<file path="config.mk">
export PLATFORM = sky130hd
export DESIGN_NAME = alu_seq
export DESIGN_NICKNAME = d
export VERILOG_FILES = /design/src/rtl/alu_seq_pkg.sv /design/src/rtl/alu_mul_seq.sv /design/src/rtl/alu_seq.sv
export SDC_FILE = /design/constraint.sdc
export NUM_CORES = 1
export LEC_CHECK = 0
export CORE_ASPECT_RATIO = 1.1
export CORE_UTILIZATION = 48
export CTS_CLUSTER_SIZE = 12
export DETAILED_ROUTE_END_ITERATION = 6
export PLACE_DENSITY = 0.78
export SETUP_SLACK_MARGIN = 0.5
export SLEW_MARGIN = 20
export SYNTH_ARGS = -nofsm -noshare
export SYNTH_HDL_FRONTEND = slang
export SYNTH_SLANG_ARGS = --single-unit
</file>
<file path="constraint.sdc">
create_clock -name clk -period 1.77 [get_ports clk]
set_input_delay 0.354 -clock clk [delete_from_list [all_inputs] [get_ports clk]]
set_output_delay 0.354 -clock clk [all_outputs]
set_load 0.005 [all_outputs]
</file>
<file path="src/rtl/alu_seq_pkg.sv">
// Shared types for alu_seq: opcodes, control states and the bit positions inside the {V,N,Z,C} flag word.
package alu_seq_pkg;

   typedef enum logic [2:0] {
      OP_ADD = 3'b000,
      OP_SUB = 3'b001,
      OP_AND = 3'b010,
      OP_OR  = 3'b011,
      OP_XOR = 3'b100,
      OP_SHL = 3'b101,
      OP_SHR = 3'b110,
      OP_MUL = 3'b111
   } alu_op_e;

   typedef enum logic [1:0] {
      ST_IDLE = 2'd0,
      ST_BUSY = 2'd1,
      ST_DONE = 2'd2
   } alu_state_e;

   localparam int FLAG_C = 0;
   localparam int FLAG_Z = 1;
   localparam int FLAG_N = 2;
   localparam int FLAG_V = 3;

endpackage

</file>
<file path="src/rtl/alu_mul_seq.sv">
// Iterative unsigned shift-add multiplier: one partial product per cycle, done after WIDTH iterations.
module alu_mul_seq
   import alu_seq_pkg::*;
#(
   parameter int WIDTH = 8
) (
   input  logic                 clk,
   input  logic                 rst_n,
   input  logic                 i_start,
   input  logic [WIDTH-1:0]     i_a,
   input  logic [WIDTH-1:0]     i_b,
   output logic                 o_done,
   output logic [2*WIDTH-1:0]   o_prod
);

   localparam int CW = $clog2(WIDTH) + 1;
   localparam logic [CW-1:0] CNT_END = CW'(WIDTH);

   logic                 r_busy;
   logic [CW-1:0]        r_cnt;
   logic [2*WIDTH-1:0]   r_mcand;
   logic [WIDTH-1:0]     r_mplier;
   logic [2*WIDTH-1:0]   r_acc;

   always_ff @(posedge clk or negedge rst_n) begin
      if (!rst_n) begin
         r_busy   <= 1'b0;
         r_cnt    <= '0;
         r_mcand  <= '0;
         r_mplier <= '0;
         r_acc    <= '0;
      end else if (i_start) begin
         r_busy   <= 1'b1;
         r_cnt    <= '0;
         r_mcand  <= {{WIDTH{1'b0}}, i_a};
         r_mplier <= i_b;
         r_acc    <= '0;
      end else if (r_busy) begin
         if (r_cnt != CNT_END) begin
            if (r_mplier[0]) r_acc <= r_acc + r_mcand;
            r_mcand  <= r_mcand << 1;
            r_mplier <= r_mplier >> 1;
            r_cnt    <= r_cnt + CW'(1);
         end else begin
            // Product is taken by the parent on this edge; go quiet.
            r_busy <= 1'b0;
         end
      end
   end

   assign o_done = r_busy && (r_cnt == CNT_END);
   assign o_prod = r_acc;

endmodule

</file>
<file path="src/rtl/alu_seq.sv">
// Handshaked registered ALU with flags and shifts; the iterative multiplier is built only when ALU_SEQ_MUL_EN is defined.
module alu_seq
   import alu_seq_pkg::*;
#(
   parameter int WIDTH = 8
) (
   input  logic             clk,
   input  logic             rst_n,
   input  logic             in_valid,
   output logic             in_ready,
   input  logic [WIDTH-1:0] a,
   input  logic [WIDTH-1:0] b,
   input  logic [2:0]       op,
   output logic             out_valid,
   input  logic             out_ready,
   output logic [WIDTH-1:0] result,
   output logic [WIDTH-1:0] result_hi,
   output logic [3:0]       flags
);

   localparam int SHW = $clog2(WIDTH);

   alu_state_e       r_state, w_state_nxt;
   alu_op_e          w_op;
   logic [WIDTH-1:0] r_result, r_result_hi, w_res;
   logic [3:0]       r_flags, w_flags;
   logic [WIDTH:0]   w_ext;
   logic [SHW-1:0]   w_sh;
   logic             w_c, w_v;
   logic             w_accept, w_out_xfer, w_is_mul, w_mul_done;

   assign w_op       = alu_op_e'(op);
   assign w_sh       = b[SHW-1:0];
   assign out_valid  = (r_state == ST_DONE);
   assign in_ready   = (r_state == ST_IDLE) || ((r_state == ST_DONE) && out_ready);
   assign w_accept   = in_valid && in_ready;
   assign w_out_xfer = out_valid && out_ready;

`ifdef ALU_SEQ_MUL_EN
   logic [2*WIDTH-1:0] w_prod;
   logic [3:0]         w_mflags;

   assign w_is_mul = (w_op == OP_MUL);

   alu_mul_seq #(.WIDTH(WIDTH)) u_mul (
      .clk     (clk),
      .rst_n   (rst_n),
      .i_start (w_accept && w_is_mul),
      .i_a     (a),
      .i_b     (b),
      .o_done  (w_mul_done),
      .o_prod  (w_prod)
   );

   always_comb begin
      w_mflags         = '0;
      w_mflags[FLAG_V] = |w_prod[2*WIDTH-1:WIDTH];
      w_mflags[FLAG_N] = w_prod[WIDTH-1];
      w_mflags[FLAG_Z] = (w_prod[WIDTH-1:0] == '0);
   end
`else
   assign w_is_mul   = 1'b0;
   assign w_mul_done = 1'b0;
`endif

   // Single-cycle datapath; op 111 falls through to zero when not multiplied.
   always_comb begin
      w_res = '0;
      w_ext = '0;
      w_c   = 1'b0;
      w_v   = 1'b0;
      case (w_op)
         OP_ADD: begin
            w_ext = {1'b0, a} + {1'b0, b};
            w_res = w_ext[WIDTH-1:0];
            w_c   = w_ext[WIDTH];
            w_v   = (a[WIDTH-1] == b[WIDTH-1]) && (w_res[WIDTH-1] != a[WIDTH-1]);
         end
         OP_SUB: begin
            w_ext = {1'b0, a} - {1'b0, b};
            w_res = w_ext[WIDTH-1:0];
            w_c   = w_ext[WIDTH];
            w_v   = (a[WIDTH-1] != b[WIDTH-1]) && (w_res[WIDTH-1] != a[WIDTH-1]);
         end
         OP_AND: w_res = a & b;
         OP_OR:  w_res = a | b;
         OP_XOR: w_res = a ^ b;
         OP_SHL: begin
            w_ext = {1'b0, a} << w_sh;
            w_res = w_ext[WIDTH-1:0];
            w_c   = w_ext[WIDTH];
         end
         OP_SHR: begin
            w_ext = {a, 1'b0} >> w_sh;
            w_res = w_ext[WIDTH:1];
            w_c   = w_ext[0];
         end
         default: w_res = '0;
      endcase
      w_flags         = '0;
      w_flags[FLAG_C] = w_c;
      w_flags[FLAG_Z] = (w_res == '0);
      w_flags[FLAG_N] = w_res[WIDTH-1];
      w_flags[FLAG_V] = w_v;
   end

   always_comb begin
      w_state_nxt = r_state;
      case (r_state)
         ST_IDLE, ST_DONE: begin
            if (w_accept)        w_state_nxt = w_is_mul ? ST_BUSY : ST_DONE;
            else if (w_out_xfer) w_state_nxt = ST_IDLE;
         end
         ST_BUSY: if (w_mul_done) w_state_nxt = ST_DONE;
         default: w_state_nxt = ST_IDLE;
      endcase
   end

   always_ff @(posedge clk or negedge rst_n) begin
      if (!rst_n) r_state <= ST_IDLE;
      else        r_state <= w_state_nxt;
   end

   always_ff @(posedge clk or negedge rst_n) begin
      if (!rst_n) begin
         r_result    <= '0;
         r_result_hi <= '0;
         r_flags     <= '0;
      end else if (w_accept && !w_is_mul) begin
         r_result    <= w_res;
         r_result_hi <= '0;
         r_flags     <= w_flags;
      end
`ifdef ALU_SEQ_MUL_EN
      else if ((r_state == ST_BUSY) && w_mul_done) begin
         r_result    <= w_prod[WIDTH-1:0];
         r_result_hi <= w_prod[2*WIDTH-1:WIDTH];
         r_flags     <= w_mflags;
      end
`endif
   end

   assign result    = r_result;
   assign result_hi = r_result_hi;
   assign flags     = r_flags;

endmodule

</file>
; Word level (Yosys, flattened, before mapping)
; Index checks and enable logic that the tools add are counted.
[op_classes]
addsub = 2
n_eq_ne = 13
shifts = 2
muxes = 6
bitwise = 4
n_reduce_logical = 10
[op_table]
columns = operator, n
row1 = case mux 8 bit (7 select lines), 1
row2 = adder 8 x 8 -> 9 bit, 1
row3 = "equality test 3 bit, second input constant", 3
row4 = left shift 8 x 3 -> 9 bit, 1
row5 = right shift 9 x 3 -> 9 bit, 1
row6 = subtractor 8 x 8 -> 9 bit, 1
row7 = bitwise AND 8 bit, 1
row8 = zero test 8 bit, 1
row9 = OR 8 bit, 1
row10 = bitwise XOR 8 bit, 1
row11 = "equality test 3 x 2 -> 1 bit, second input constant", 2
row12 = logical AND 1 bit, 4
row13 = 2-to-1 mux 2 bit, 2
row14 = case mux 1 bit (4 select lines), 1
row15 = case mux 2 bit (2 select lines), 1
row16 = "equality test 3 x 1 -> 1 bit, second input constant", 1
row17 = zero test 3 bit, 1
row18 = inequality test 1 bit, 3
row19 = "inequality test 3 bit, second input constant", 1
row20 = "equality test 2 x 1 -> 1 bit, second input constant", 1
row21 = "equality test 2 bit, second input constant", 1
row22 = zero test 2 bit, 1
row23 = case mux 1 bit (2 select lines), 1
row24 = AND reduction 2 bit, 1
row25 = 4 further kinds, 4
[word_totals]
ff_bits = 14
output_inout_bits = 22
word_cells = 40

; Logic depth before layout (Yosys ltp)
; Gate-level depths: netlist of the first run.
[depth]
ltp_word = 6
depth_mapped = 11
mapped_depth_nobuf = 10

; Least setup slack after synthesis of the first run
; No wires, ideal clock.
[synth_timing]
path_kind = input -> register
startpoint = input port b[1]
endpoint = register r_flags[2] (netlist: flags[2])
setup_ns = 0.126
arrival_time_ns = 2.352
required_time_ns = 1.644
slack_ns = -0.708
cell_stages = 10
cell_sequence = inv_2 -> buf_2 -> ha_1 -> o21bai_1 -> a211o_1 -> a2111oi_0 -> nor2_1 -> a2bb2oi_1 -> mux2i_1 -> o32a_1
[synth_between]
elab_chain_len = 2
elab_cells_between_ends = 5
[synth_rtl]
columns = item, line
row1 = "start, declared", alu_seq.sv:12  ; input logic [WIDTH-1:0] b,
row2 = subtractor 8 x 8 -> 9 bit (tied with other cells), alu_seq.sv:80  ; w_ext = {1'b0, a} - {1'b0, b};
row3 = case mux 8 bit (7 select lines) (*), alu_seq.sv:72  ; case (w_op)
row4 = "end signal, assigned", alu_seq.sv:132  ; r_flags <= w_flags;
row5 = "end, declared", alu_seq.sv:26  ; logic [3:0] r_flags, w_flags;
; Mark *: on every way between the ends. The rest lies on a longest branch, timed or not.
; A chain may end at the register's enable or synchronous reset.

; Worst setup path in the final report of the first run
[layout_timing]
startpoint = input port a[0]
endpoint = register r_flags[1] (netlist: flags[1])
[layout_between]
elab_chain_len = 3
elab_cells_between_ends = 9
[layout_rtl]
columns = item, line
row1 = "start, declared", alu_seq.sv:11  ; input logic [WIDTH-1:0] a,
row2 = subtractor 8 x 8 -> 9 bit (tied with other cells), alu_seq.sv:80
row3 = case mux 8 bit (7 select lines) (*), alu_seq.sv:72
row4 = zero test 8 bit (*), alu_seq.sv:102  ; w_flags[FLAG_Z] = (w_res == '0);
; Marked as above.

==> impl_metrics.tcl, run 1 <==
set metrics [dict create \
    status "finished, violations left" \
    violations "negative setup slack" \
    tritoncts "done" \
    dp_cells 433 \
    cts_root_buf "clkbuf_8" \
    n_antenna_cell 0 \
    p_seq_share_pct 18.5 \
    drt-vias-per-instance 6.403 \
    drv_slew 0 \
    overflow 0 \
    power.internal_mw 1.139 \
    crit_fanout 3 \
    io_buffers 36 \
    die_w_um 67.35 \
    synth_top_area_share_pct 13.87 \
    synth_flop_cell "dfrtp_1" \
    synthCells 278 \
    ant_nets 0 \
    yosysMostFrequentCell "ha_1" \
    grt_pass1_wl_um 13280 \
    grt_pass1_vias 2742 \
    drt_first_pass_iters 5 \
    max-vdd-ir-drop_mv 0.2501 \
    synth-seq-cells 12 \
    fin_ws_ns -0.6623 \
    grt_max_degree 16 \
    rows 25 \
    timing.slew.headroom_pct 64.13 \
    hold_class "in -> async" \
    tns_ns -5.015 \
    ys_warn_count 0 \
    insertion_delay_ns 0.25 \
    syn_area_mm2 0.002255 \
    startpoint_type "input pin" \
    yosysSeqAreaShare_pct 13.32 \
    required_ns 1.92 \
    synth_area_leaders "ha_1 (14%), dfrtp_1 (13%), mux2i_1 (5.3%)" \
    antenna_found_initial 0 \
    cts_buffer_depth 2 \
    synth-edff-count 0 \
    remaining_drc_errors 0 \
    leakage_nw 1.776 \
    yosys-top-cells-count "ha_1 (25), inv_1 (20), nand2_1 (20), nor2_1 (20), a21oi_1 (16)" \
    cp_data_arrival_time_ns 2.58 \
    switching_power_mw 0.6947 \
    start_util_pct 51.12 \
    fin_crit_sh_pct 137.4 \
    ioPinCount 45 \
    dr_total_vias 2939 \
    final_nets 456 \
    drive_above_1_share_pct 48.64 \
    hold_buffers 0 \
    drt_first_iter_violations 245 \
    die_y_um 73.88 \
    syn_avg_cell_area_um2 8.110 \
    tightest_slew_ns 0.5363 \
    post-route-min-period_ns 2.432 \
    die_area_mm2 0.004975 \
    area_growth_pct 69.98 \
    finalHoldViolations 0 \
    synth_area_leader_cell "ha_1" \
    design.core.area_mm2 0.004410 \
    path_class "in -> reg" \
    layout.cells.non_filler 459 \
    cts.htree.levels 1 \
    max_cap_violations 0 \
    p_comb_share_pct 64.8 \
    timing.fmax_ghz 0.4111 \
    clk_pin_slew_ns 0.05 \
    setup_viol_count_final 11 \
    cts_num_sinks 12 \
    wl_per_cell_um 20.54 \
    ys_types 65 \
    hpwlAfterDp_um 6038 \
    crit_path_end_kind "flop" \
    cts_buffers 3 \
    p_per_area_mw_per_mm2 478.4 \
    rsz0062_at_grt "yes" \
    power_frac_clock_pct 16.7 \
    drt-total-wl_um 9428 \
    grt_usage_pct 35.90 \
    switching_share_pct 37.89 \
    clock-skew-final_ns 0.002861 \
    async_flop_share_pct 100.0 \
    globalplace.congestion 1.005 \
]
-- area by class of cell --
type,instances,area [um2]
flip-flops and latches,12,300.3
well taps,54,67.56
inverters,24,120.1
clock buffers,4,55.05
multi-input cells,222,2076
repair buffers,143,1214
fillers,216,578.1
-- state kept, by name, indices dropped and copies added, names as in the netlist --
signal,cells
flags,4
r_state,1
result,7
-- final timing paths --
check / startpoint / to / slack (ns) / depth (start not counted)
max in group asynchronous: rst_n / result[1] / 0.96 / 1
worst max-delay path: a[0] / flags[1] / -0.66 / 12
min in group clk: flags[3] / flags[3] / 0.48 / 2
worst min register to register: flags[3] / flags[3] / 0.48 / 2
worst min-delay path: rst_n / result[5] / 0.46 / 1
worst max register to register: r_state[1] / flags[1] / -0.12 / 7
-- per-layer routing --
| layer | global-route usage, % | vias to the layer above | share of wire (%) |
|---|---|---|---|
| met5 | 0 | - | 0 |
| li1 | - | 1261 | - |
| met4 | 19.62 | 0 | 6.4 |
| met1 | 40.06 | 1378 | 35 |
| met2 | 63.56 | 229 | 50 |
| met3 | 5.901 | 71 | 8.0 |
-- per-stage QoR --
step | hold slack [ns] | utilization [%] | total power, mW | worst slack (ns) | cell area [um2]
after floorplan | 0.05841 | - | 0.8340 | -0.4836 | 2422
after global placement | 0.4575 | 75.26 | 1.254 | -1.189 | 3319
after detailed placement | 0.4735 | 75.26 | 1.284 | -1.269 | 3319
after CTS | 0.4653 | 83.60 | 1.685 | -0.7555 | 3687
after global routing | 0.4921 | 86.89 | 1.919 | -0.7251 | 3832
final | 0.4563 | 86.89 | 1.834 | -0.6623 | 3832
-- worst max-delay path, stage by stage --
cell and delay, ns:
buf_6 0.07, buf_8 0.12, inv_12 0.03, ha_4 0.15
fa_1 0.50, mux2i_1 0.08, a22oi_1 0.16, nor2_1 0.06
or4_4 0.54, nor3_4 0.15, nand4_1 0.15, o41ai_2 0.21
-- kinds of logic after synthesis --
kind of cell / synth area share (%)
flip-flops: 13.32
other: 0.1663
buffers and inverters: 11.15
AND/OR/NAND/NOR: 16.04
multiplexers: 12.49
XOR/XNOR: 1.942
adder cells (fa/ha/maj): 15.65
AO/OA/AOI/OAI: 29.25
-- power by group through the flow --
stage                     logic [mW]  clock network, mW  registers (mW)
after detailed placement       0.938                  0           0.346
final                           1.19              0.306           0.340
after CTS                       1.04              0.304           0.339
after global routing            1.26              0.318           0.345
after global placement         0.912                  0           0.342
after floorplan                0.486                  0           0.348
-- cell usage in the layout (no fill, tap or decap), types with 10 or more instances in the layout --
cell type	synthesis	layout
a21oi_1	16	10
buf_4	10	91
buf_6	2	15
dfrtp_1	12	12
dlygate4sd2_1	0	15
ha_1	25	12
inv_1	20	11
mux2i_1	12	10
nand2_1	20	18
nor2_1	20	16
-- what timing repair did --
| action | 4_1_cts | 5_1_grt |
|---|---|---|
| gates resized for setup | 107 | 36 |
| setup endpoints to repair | 25 | 20 |
| buffers inserted | 15 | 7 |
| pin swaps | 30 | 26 |
(Power assumes the default switching activity.)
==> inputs of run 2 (changes only) <==
--- a/config.mk
+++ b/config.mk
@@ -6,6 +6,7 @@
 export NUM_CORES = 1
 export LEC_CHECK = 0
 export CORE_ASPECT_RATIO = 1.1
+export CORE_MARGIN = 3
 export CORE_UTILIZATION = 48
 export CTS_CLUSTER_SIZE = 12
 export DETAILED_ROUTE_END_ITERATION = 6
==> run 2 against run 1 <==
The run still ends with negative setup slack left. First-iteration DRC count rose by 15%. Non-clock buffer count is 12 higher. Sequential power hardly changed. Hold slack worse by 0.0014 ns. Critical endpoint unchanged.
==> impl_metrics.tcl, run 2 (same netlist as run 1, synthesis figures left out) <==
set metrics [dict create \
    grt_max_degree 20 \
    die_w_um 71.35 \
    final_cell_mix "buf_4 (105), nand2_1 (20), nor2_1 (17), dlygate4sd2_1 (17), inv_1 (13)" \
    cts_root_buf "clkbuf_8" \
    ioPinCount 45 \
    startpoint_type "input pin" \
    die_y_um 77.88 \
    wl_per_cell_um 21.04 \
    drive_above_1_share_pct 49.64 \
    hpwlAfterDp_um 5981 \
    setup_viol_count_final 11 \
    p_per_area_mw_per_mm2 478.9 \
    tritoncts "done" \
    insertion_delay_ns 0.25 \
    drt_first_pass_iters 6 \
    cts.htree.levels 1 \
    antenna_found_initial 0 \
    start_util_pct 51.12 \
    cts_buffers 3 \
    drt-vias-per-instance 6.412 \
    die_area_mm2 0.005556 \
    final_common_cell "buf_4" \
    grt_pass1_vias 2776 \
    max_cap_violations 0 \
    crit_fanout 3 \
    tightest_slew_ns 0.5373 \
    design.core.area_mm2 0.004410 \
    path_class "in -> reg" \
    overflow 0 \
    finalHoldViolations 0 \
    fin_ws_ns -0.6862 \
    timing.slew.headroom_pct 64.07 \
    hold_class "in -> async" \
    violations "negative setup slack" \
    crit_path_end_kind "flop" \
    n_antenna_cell 0 \
    drv_slew 0 \
    clock-skew-final_ns 0.005192 \
    required_ns 1.91 \
    drt-total-wl_um 9909 \
    largest_reg_flops 7 \
    dr_total_vias 3020 \
    cp_data_arrival_time_ns 2.60 \
    status "finished, violations left" \
    globalplace.congestion 0.9593 \
    cts_buffer_depth 2 \
    multiInputGateArea_mm2 0.002087 \
    layout.cells.non_filler 471 \
    post-route-min-period_ns 2.456 \
    remaining_drc_errors 0 \
    grt_pass1_wl_um 13760 \
    leakage_nw 1.880 \
    final_nets 468 \
    timing.fmax_ghz 0.4071 \
    clk_pin_slew_ns 0.06 \
    grt_usage_pct 30.77 \
    ant_nets 0 \
    area_growth_pct 74.75 \
    fill_cells 210 \
    regArea_um2 300.3 \
    final_util_pct 89.33 \
    fin_crit_sh_pct 138.8 \
    io_buffers 36 \
    cts_num_sinks 12 \
    drt_first_iter_violations 281 \
    dp_cells 435 \
    max-vdd-ir-drop_mv 0.2509 \
    rsz0062_at_grt "yes" \
    rows 25 \
]
run 2: changes by cell type in the layout (fill, tap and decap cells not counted), sizes merged:
| cell | previous run | this run |
|---|---|---|
| clkdlybuf4s15 | 7 | 5 |
| clkbuf | 9 | 6 |
| dlymetal6s2s | 0 | 3 |
| buf | 112 | 124 |
| dlygate4sd2 | 15 | 17 |
run 2: critical path, stage by stage:
cell and delay (ns):
buf_6 0.07, buf_8 0.12, inv_12 0.03, ha_4 0.15, fa_2 0.52, mux2i_1 0.07
a22oi_1 0.14, nor2_1 0.09, or4_4 0.54, nor3_4 0.15, nand4_1 0.14, o41ai_2 0.22
run 2: final cells by class:
cell class                      instances  area share, %
Multi-Input combinational cell        222          52.97
Timing Repair Buffer                  155          33.25
Sequential cell                        12          7.621
Inverter                               24          3.049
Tap cell                               54          1.715
Clock buffer                            4          1.397
run 2: routing by layer:
metal	vias to the layer above	wire length [um]	global-route usage, %
li1	1279	-	-
met1	1422	3696	36.99
met2	247	4836	54.14
met3	72	851	3.368
met4	0	525	13.53
met5	-	0	0
run 2: worst paths after layout:
path,startpoint,end,slack (ns),depth (start not counted)
max,a[0],flags[1],-0.69,12
min,rst_n,result[1],0.45,1
max reg2reg,r_state[1],flags[1],-0.01,7
min reg2reg,flags[0],flags[0],0.49,2
max in group asynchronous,rst_n,result[4],0.95,1
min in group clk,flags[0],flags[0],0.49,2
run 2: repair_timing:
action                                  CTS  global route
endpoints found under the hold margin     0             0
gates cloned                              0             0
resized for setup                        99            37
pin swaps                                28            19
buffers inserted                         23             9
endpoints found under the setup margin   25            18
hold buffers                              0             0
run 2: through the flow:
stage	power (mW)	worst slack, ns	area [um2]	hold slack (ns)	setup TNS, ns
finish	1.887	-0.6862	3940	0.4549	-4.999
global route	1.973	-0.7255	3940	0.5014	-5.685
CTS	1.704	-0.7602	3752	0.4716	-4.877
detailed placement	1.287	-1.298	3322	0.4634	-11.85
global placement	1.259	-1.245	3322	0.4558	-11.29
floorplan	0.8340	-0.4836	2422	0.05841	-1.968
run 2: power breakdown:
part	internal [mW]	total, mW	switching (mW)
Sequential	0.317	0.341	0.0237
Combinational	0.651	1.24	0.589
Clock	0.197	0.307	0.110
Total	1.16	1.89	0.722
